## src/rtl/branch_predictor.sv

```systemverilog
// -----------------------------------------------------------------------------
// branch_predictor
//
// Dynamic next-PC predictor and misprediction controller for the pipelined
// RV32I core. A direct-mapped BTB/BHT table answers a zero-latency lookup for
// the fetch PC. The branch unit's resolved outcome in EX is compared with the
// prediction carried down the pipe. On a mismatch a redirect is raised, and the
// table is trained at the clock edge.
//
// Optional feature macro: BP_STATS_EN
//   When it is defined, the o_stat_branch/o_stat_miss ports and their
//   counters are built. When it is undefined, they do not exist.
//
// Parameters
//   ENTRY_BITS        log2 of the number of table entries (default 4 -> 16)
//
// Ports
//   i_clk             core clock
//   i_rst             asynchronous, active-high reset
//   i_if_pc           current fetch PC
//   o_pred_taken      predict taken for i_if_pc
//   o_pred_target     predicted next PC (i_if_pc+4 when not taken)
//   i_ex_valid        EX holds a real instruction
//   i_ex_stall        EX is frozen this cycle
//   i_ex_pc           PC of the EX instruction
//   i_ex_br_type      0 jal, 1 jalr, 2..7 conditional, >=8 not a branch
//   i_ex_npc_sel      resolved select, nonzero = taken
//   i_ex_target       resolved taken target
//   i_ex_pred_taken   prediction carried from IF
//   i_ex_pred_target  predicted target carried from IF
//   o_redirect        mispredict: flush IF/ID and ID/EX and load the PC
//   o_redirect_pc     corrected PC
//   o_stat_branch     resolved control instructions (BP_STATS_EN only)
//   o_stat_miss       redirect cycles (BP_STATS_EN only)
// -----------------------------------------------------------------------------
module branch_predictor #(
  parameter int ENTRY_BITS = 4
) (
  input  logic        i_clk,
  input  logic        i_rst,
  input  logic [31:0] i_if_pc,
  output logic        o_pred_taken,
  output logic [31:0] o_pred_target,
  input  logic        i_ex_valid,
  input  logic        i_ex_stall,
  input  logic [31:0] i_ex_pc,
  input  logic [3:0]  i_ex_br_type,
  input  logic [1:0]  i_ex_npc_sel,
  input  logic [31:0] i_ex_target,
  input  logic        i_ex_pred_taken,
  input  logic [31:0] i_ex_pred_target,
  output logic        o_redirect,
  output logic [31:0] o_redirect_pc
`ifdef BP_STATS_EN
  ,
  output logic [31:0] o_stat_branch,
  output logic [31:0] o_stat_miss
`endif
);

  localparam int NUM_ENTRIES = 1 << ENTRY_BITS;
  localparam int TAG_W       = 32 - ENTRY_BITS - 2;

  // ---------------------------------------------------------------------------
  // 2-bit saturating counter helpers
  // ---------------------------------------------------------------------------
  function automatic logic [1:0] ctr_inc(input logic [1:0] c);
    if (c == 2'b11) begin
      ctr_inc = 2'b11;
    end else begin
      ctr_inc = c + 2'b01;
    end
  endfunction

  function automatic logic [1:0] ctr_dec(input logic [1:0] c);
    if (c == 2'b00) begin
      ctr_dec = 2'b00;
    end else begin
      ctr_dec = c - 2'b01;
    end
  endfunction

  // ---------------------------------------------------------------------------
  // Table storage
  // ---------------------------------------------------------------------------
  logic             r_valid   [NUM_ENTRIES];
  logic [TAG_W-1:0] r_tag     [NUM_ENTRIES];
  logic [31:0]      r_target  [NUM_ENTRIES];
  logic [1:0]       r_ctr     [NUM_ENTRIES];
  logic             r_is_jump [NUM_ENTRIES];

  // ---------------------------------------------------------------------------
  // Fetch-side lookup wires
  // ---------------------------------------------------------------------------
  logic [ENTRY_BITS-1:0] w_if_idx;
  logic [TAG_W-1:0]      w_if_tag;
  logic                  w_if_hit;
  logic [31:0]           w_if_pc_plus4;

  assign w_if_idx      = i_if_pc[ENTRY_BITS+1:2];
  assign w_if_tag      = i_if_pc[31:ENTRY_BITS+2];
  assign w_if_pc_plus4 = i_if_pc + 32'd4;

  // Combinational lookup. The table is read before any same-cycle write, so a
  // same-index EX update is not seen until the following cycle.
  always_comb begin
    w_if_hit      = 1'b0;
    o_pred_taken  = 1'b0;
    o_pred_target = w_if_pc_plus4;
    if (r_valid[w_if_idx] && (r_tag[w_if_idx] == w_if_tag)) begin
      w_if_hit = 1'b1;
    end else begin
      w_if_hit = 1'b0;
    end
    o_pred_taken = w_if_hit && (r_is_jump[w_if_idx] || r_ctr[w_if_idx][1]);
    if (o_pred_taken) begin
      o_pred_target = r_target[w_if_idx];
    end else begin
      o_pred_target = w_if_pc_plus4;
    end
  end

  // ---------------------------------------------------------------------------
  // EX-side resolution wires
  // ---------------------------------------------------------------------------
  logic [ENTRY_BITS-1:0] w_ex_idx;
  logic [TAG_W-1:0]      w_ex_tag;
  logic [31:0]           w_ex_pc_plus4;
  logic                  w_ex_fire;
  logic                  w_ex_is_ctrl;
  logic                  w_ex_is_cond;
  logic                  w_ex_is_jump;
  logic                  w_act_taken;
  logic                  w_miss;
  logic                  w_ex_hit;

  assign w_ex_idx      = i_ex_pc[ENTRY_BITS+1:2];
  assign w_ex_tag      = i_ex_pc[31:ENTRY_BITS+2];
  assign w_ex_pc_plus4 = i_ex_pc + 32'd4;
  assign w_ex_fire     = i_ex_valid && !i_ex_stall;
  assign w_ex_is_ctrl  = (i_ex_br_type <= 4'd7);
  assign w_ex_is_jump  = (i_ex_br_type <= 4'd1);
  assign w_ex_is_cond  = (i_ex_br_type >= 4'd2) && (i_ex_br_type <= 4'd7);
  assign w_ex_hit      = r_valid[w_ex_idx] && (r_tag[w_ex_idx] == w_ex_tag);

  // Misprediction detection and corrected PC. The corrected PC is always
  // presented; only the redirect strobe is gated by valid/stall.
  always_comb begin
    w_act_taken   = w_ex_is_ctrl && (i_ex_npc_sel != 2'b00);
    w_miss        = 1'b0;
    o_redirect    = 1'b0;
    o_redirect_pc = w_ex_pc_plus4;
    if (w_act_taken != i_ex_pred_taken) begin
      w_miss = 1'b1;
    end else if (w_act_taken && (i_ex_target != i_ex_pred_target)) begin
      w_miss = 1'b1;
    end else begin
      w_miss = 1'b0;
    end
    o_redirect = w_ex_fire && w_miss;
    if (w_act_taken) begin
      o_redirect_pc = i_ex_target;
    end else begin
      o_redirect_pc = w_ex_pc_plus4;
    end
  end

  // ---------------------------------------------------------------------------
  // Update decode: at most one entry write per cycle
  // ---------------------------------------------------------------------------
  logic             w_we;
  logic             w_nxt_valid;
  logic [TAG_W-1:0] w_nxt_tag;
  logic [31:0]      w_nxt_target;
  logic [1:0]       w_nxt_ctr;
  logic             w_nxt_is_jump;

  // Build the next contents of the EX-indexed entry from the resolved outcome.
  always_comb begin
    w_we          = 1'b0;
    w_nxt_valid   = r_valid[w_ex_idx];
    w_nxt_tag     = r_tag[w_ex_idx];
    w_nxt_target  = r_target[w_ex_idx];
    w_nxt_ctr     = r_ctr[w_ex_idx];
    w_nxt_is_jump = r_is_jump[w_ex_idx];
    if (!w_ex_fire) begin
      w_we = 1'b0;
    end else if (w_act_taken && w_ex_hit) begin
      // Taken and resident: strengthen and refresh the target.
      w_we          = 1'b1;
      w_nxt_target  = i_ex_target;
      w_nxt_ctr     = ctr_inc(r_ctr[w_ex_idx]);
      w_nxt_is_jump = w_ex_is_jump;
    end else if (w_act_taken) begin
      // Taken and absent: evict whatever lives here, start weakly taken.
      w_we          = 1'b1;
      w_nxt_valid   = 1'b1;
      w_nxt_tag     = w_ex_tag;
      w_nxt_target  = i_ex_target;
      w_nxt_ctr     = 2'b10;
      w_nxt_is_jump = w_ex_is_jump;
    end else if (w_ex_is_cond && w_ex_hit) begin
      // Conditional not taken and resident: weaken, keep the entry valid.
      w_we      = 1'b1;
      w_nxt_ctr = ctr_dec(r_ctr[w_ex_idx]);
    end else if (!w_ex_is_ctrl && w_ex_hit) begin
      // A non-branch matched the tag: the entry is a stale alias, drop it.
      w_we        = 1'b1;
      w_nxt_valid = 1'b0;
    end else begin
      w_we = 1'b0;
    end
  end

  // Table write port with asynchronous clear of every entry.
  always_ff @(posedge i_clk or posedge i_rst) begin
    if (i_rst) begin
      for (int i = 0; i < NUM_ENTRIES; i++) begin
        r_valid[i]   <= 1'b0;
        r_tag[i]     <= '0;
        r_target[i]  <= 32'd0;
        r_ctr[i]     <= 2'b01;
        r_is_jump[i] <= 1'b0;
      end
    end else if (w_we) begin
      r_valid[w_ex_idx]   <= w_nxt_valid;
      r_tag[w_ex_idx]     <= w_nxt_tag;
      r_target[w_ex_idx]  <= w_nxt_target;
      r_ctr[w_ex_idx]     <= w_nxt_ctr;
      r_is_jump[w_ex_idx] <= w_nxt_is_jump;
    end
  end

`ifdef BP_STATS_EN
  // ---------------------------------------------------------------------------
  // Statistics counters (wrap at 2^32)
  // ---------------------------------------------------------------------------
  logic [31:0] r_stat_branch;
  logic [31:0] r_stat_miss;

  // Count resolved control instructions and redirect cycles.
  always_ff @(posedge i_clk or posedge i_rst) begin
    if (i_rst) begin
      r_stat_branch <= 32'd0;
      r_stat_miss   <= 32'd0;
    end else begin
      if (w_ex_fire && w_ex_is_ctrl) begin
        r_stat_branch <= r_stat_branch + 32'd1;
      end
      if (o_redirect) begin
        r_stat_miss <= r_stat_miss + 32'd1;
      end
    end
  end

  assign o_stat_branch = r_stat_branch;
  assign o_stat_miss   = r_stat_miss;
`endif

endmodule

```

## config.mk

```make
export PLATFORM = sky130hd
export DESIGN_NAME = branch_predictor
export DESIGN_NICKNAME = d
export VERILOG_FILES = /design/src/rtl/branch_predictor.sv
export SDC_FILE = /design/constraint.sdc
export NUM_CORES = 2
export LEC_CHECK = 0
export BUFFER_PORTS_ARGS = -buffer_cell sky130_fd_sc_hd__buf_2
export CAP_MARGIN = 25
export CELL_PAD_IN_SITES_DETAIL_PLACEMENT = 0
export CELL_PAD_IN_SITES_GLOBAL_PLACEMENT = 1
export CORE_ASPECT_RATIO = 1.4
export CORE_MARGIN = 4
export CORE_UTILIZATION = 28
export DETAILED_ROUTE_END_ITERATION = 6
export GPL_TIMING_DRIVEN = 1
export PLACE_DENSITY_LB_ADDON = 0.1
export SYNTH_ARGS = -nofsm -noshare
export SYNTH_HDL_FRONTEND = slang
export SYNTH_SLANG_ARGS = --single-unit
```

## constraint.sdc

```tcl
create_clock -name i_clk -period 33.1 [get_ports i_clk]
set_input_delay 4.965 -clock i_clk [delete_from_list [all_inputs] [get_ports i_clk]]
set_output_delay 4.965 -clock i_clk [all_outputs]
set_load 0.02 [all_outputs]
```

==> metrics.cfg <==
[detailed_routing]
drc = 0
dr.pass1.iters = 5
viasPerCell = 5.31
post_drt_wl_per_cell_um = 32.6
drt_iter0_drc = 2238
vias = 34739
drtAntennaViolNets = 0
routed_wl_um = 214000

[timing]
whs_ns = 0.499
finalHoldViolCount = 0
rsz0062_at_grt = no
finalSetupViolCount = 0
maxSlewViolCount = 0
fin_crit_ns = 16.26
relSlewSlack_pct = 28.4
tightest_slew_ns = 1.07
fin_setup_tns_ns = 0
clock_skew_ns = 0.0533
finalCritPeriodShare_pct = 49.1
setup_slack_ns = 16.84
fmaxAchievable_ghz = 0.0615

[finish]
post-route-util_pct = 32.1
nets = 3947
fin_cells = 6540
area.growth.synth_to_final_pct = 14.2
design_area_um2 = 63500
drive_above_1_share_pct = 52.1

[floorplanning]
pin_count = 205
core_um2 = 198000
die_area_um2 = 206000
fp-row-count = 193
start_util_pct = 28.2
fp.dieW_um = 385
dieHeight_um = 535

[global_routing]
grt_pass1_wl_um = 301000
met2_usage_pct = 33.8
met3_usage_pct = 3.14
grt_pass1_vias = 37447
grtUsageMet1_pct = 29.0
grt_max_degree = 158
antenna_found_initial = 20
grt.overflow.total = 0
grt_busiest_layer = met2
track_usage_pct = 20.6

[setup_path]
critPathArrivalTime_ns = 11.29
critical_path_class = input port to output pin
slowest_stage = buf_4
critPathLaunch = i_if_pc[2]
crit_top_cell = buf_4
max_stage_delay_ns = 0.69
reg2reg_from = r_tag[80]
required_ns = 28.13
end_kind = output pin
path_cells = buf_8 -> buf_4 -> buf_4 -> buf_4 -> buf_16 -> mux4_2 -> mux4_2 -> xnor2_1 -> nand4_1 -> nor2_1 -> nor4b_2 -> buf_4 -> buf_4 -> o21ai_0 -> buf_2
cp_max_fo = 58
worst_setup_path_start_kind = input port

[min_path]
min-delay-start = r_target[179]
min_path_type = register to register

[synth]
syn_avg_cell_area_um2 = 14.9
yosysTopAreaCellShare_pct = 43.9
synth-seq-cells = 992
synth_top_area_cell = dfrtp_1
yosysWarnings = 0
synth_area_um2 = 55600
synth.area.top_cells = dfrtp_1 (44%), mux4_2 (22%), mux2_2 (19%)
async_flop_share_pct = 100
synthFlopType = dfrtp_1
ys_seq_area_share_pct = 44.7
synthMostInstantiatedCell = dfrtp_1
synth_edf_count = 0
syn_inst = 3726
synth_common_cells = dfrtp_1 (976), mux2_2 (950), mux4_2 (541)
synth_cell_types = 67
syn-num-nets = 3870

[place]
dp.cells = 6313
placed_area_um2 = 59300
place_congestion = 0.751
pre_cts_slack_ns = 16.31
dp_hpwl_um = 133000
io_buffers = 203

[cts]
clkTransAtPathRegs_ns = 0.06
cts_tree = done
hold_buffers = 0
cts.path.max_buffers = 3
h-tree-depth = 3
postCtsResizedCells = 0
cts_buffers = 114
cts-root-buf = clkbuf_16
clkLatencyLatePin_ns = 0.76
cts_num_sinks = 992
cts_setup_buffers = 0

[power]
peakVddDrop_mv = 0.0388
p_comb_share_pct = 11.5
p_leak_nw = 28.0
p_total_mw = 3.01
p_clk_share_pct = 45.5
powerDensity_nw_per_um2 = 47.3
switchingPower_mw = 0.799
p_int_mw = 2.21
swShare_pct = 26.6
pwr-share-seq_pct = 43.0

[run]
cap_viol_max_count = 0

[status]
status = finished clean

sequential cells by signal, summed over array words and instances (netlist names):
name,count
r_tag,416
r_valid,16
r_target,512
r_is_jump,16
r_ctr,32
metal layers:
metal | share of wire (%) | wire, um
met1 | 46 | 97500
met2 | 48 | 102000
met3 | 4.5 | 9620
met4 | 1.8 | 3840
met5 | 0.021 | 44
critical path, delay by kind of cell:
family | cells | cell delay, ns
buffers and inverters | 8 | 3.66
multiplexers | 2 | 1.06
AND/OR/NAND/NOR | 3 | 0.52
AO/OA/AOI/OAI | 1 | 0.47
XOR/XNOR | 1 | 0.34
placed cells by master, fill, tap and decap left out, types with 12 or more instances in the layout:
cell type | synthesis | routed
nand2_1 | 214 | 213
mux2_2 | 950 | 950
diode_2 | 0 | 13
mux2_1 | 95 | 95
clkbuf_1 | 161 | 25
a22oi_1 | 19 | 19
dfstp_2 | 16 | 16
clkinv_2 | 0 | 13
and3_1 | 15 | 15
mux4_2 | 541 | 541
dfrtp_1 | 976 | 976
o211ai_1 | 15 | 15
clkbuf_8 | 0 | 38
nor2_1 | 42 | 37
bufinv_16 | 0 | 12
xnor2_1 | 94 | 94
o21ai_0 | 74 | 74
buf_2 | 103 | 195
nand3_1 | 23 | 23
a21oi_1 | 16 | 16
nand4_1 | 23 | 23
xor2_1 | 52 | 52
buf_4 | 15 | 96
clkbuf_16 | 0 | 114
mux2i_1 | 77 | 77
worst paths after layout:
check	to	slack, ns	depth (start not counted)
hold reg to reg	r_target[179]	0.50	1
setup / recovery	o_pred_target[19]	16.84	15
max in group asynchronous	r_tag[21]	25.18	6
setup reg to reg	r_tag[94]	26.81	12
min in group asynchronous	r_tag[10]	4.31	2
hold / removal	r_target[179]	0.50	1
cell type report:
| cell class | count | area [um^2] |
|---|---|---|
| fill | 19604 | 134000 |
| multi-input combinational | 2372 | 29200 |
| sequential | 992 | 24800 |
| clock buffer | 176 | 3460 |
| tap | 2632 | 3290 |
| timing repair buffer | 310 | 2060 |
| clock inverter | 32 | 542 |
| inverter | 13 | 56.3 |
| antenna | 13 | 32.5 |
cells by family after synthesis:
| logic type | after synthesis | synth area share, % |
|---|---|---|
| buf+inv | 362 | 3.06 |
| compound gates | 178 | 2.07 |
| simple gates | 380 | 3.33 |
| fa+ha+maj | 5 | 0.112 |
| mux | 1663 | 44.5 |
| xor+xnor | 146 | 2.30 |
| flops | 992 | 44.7 |
power by group through the flow:
stage	sequential [mW]	clock, mW	combinational [mW]
floorplan	1.30	0	0.226
global placement	1.31	0	0.351
detailed placement	1.31	0	0.351
CTS	1.29	1.42	0.352
global route	1.30	1.46	0.372
finish	1.29	1.37	0.346
No activity file was read; power rests on OpenSTA's default activity.
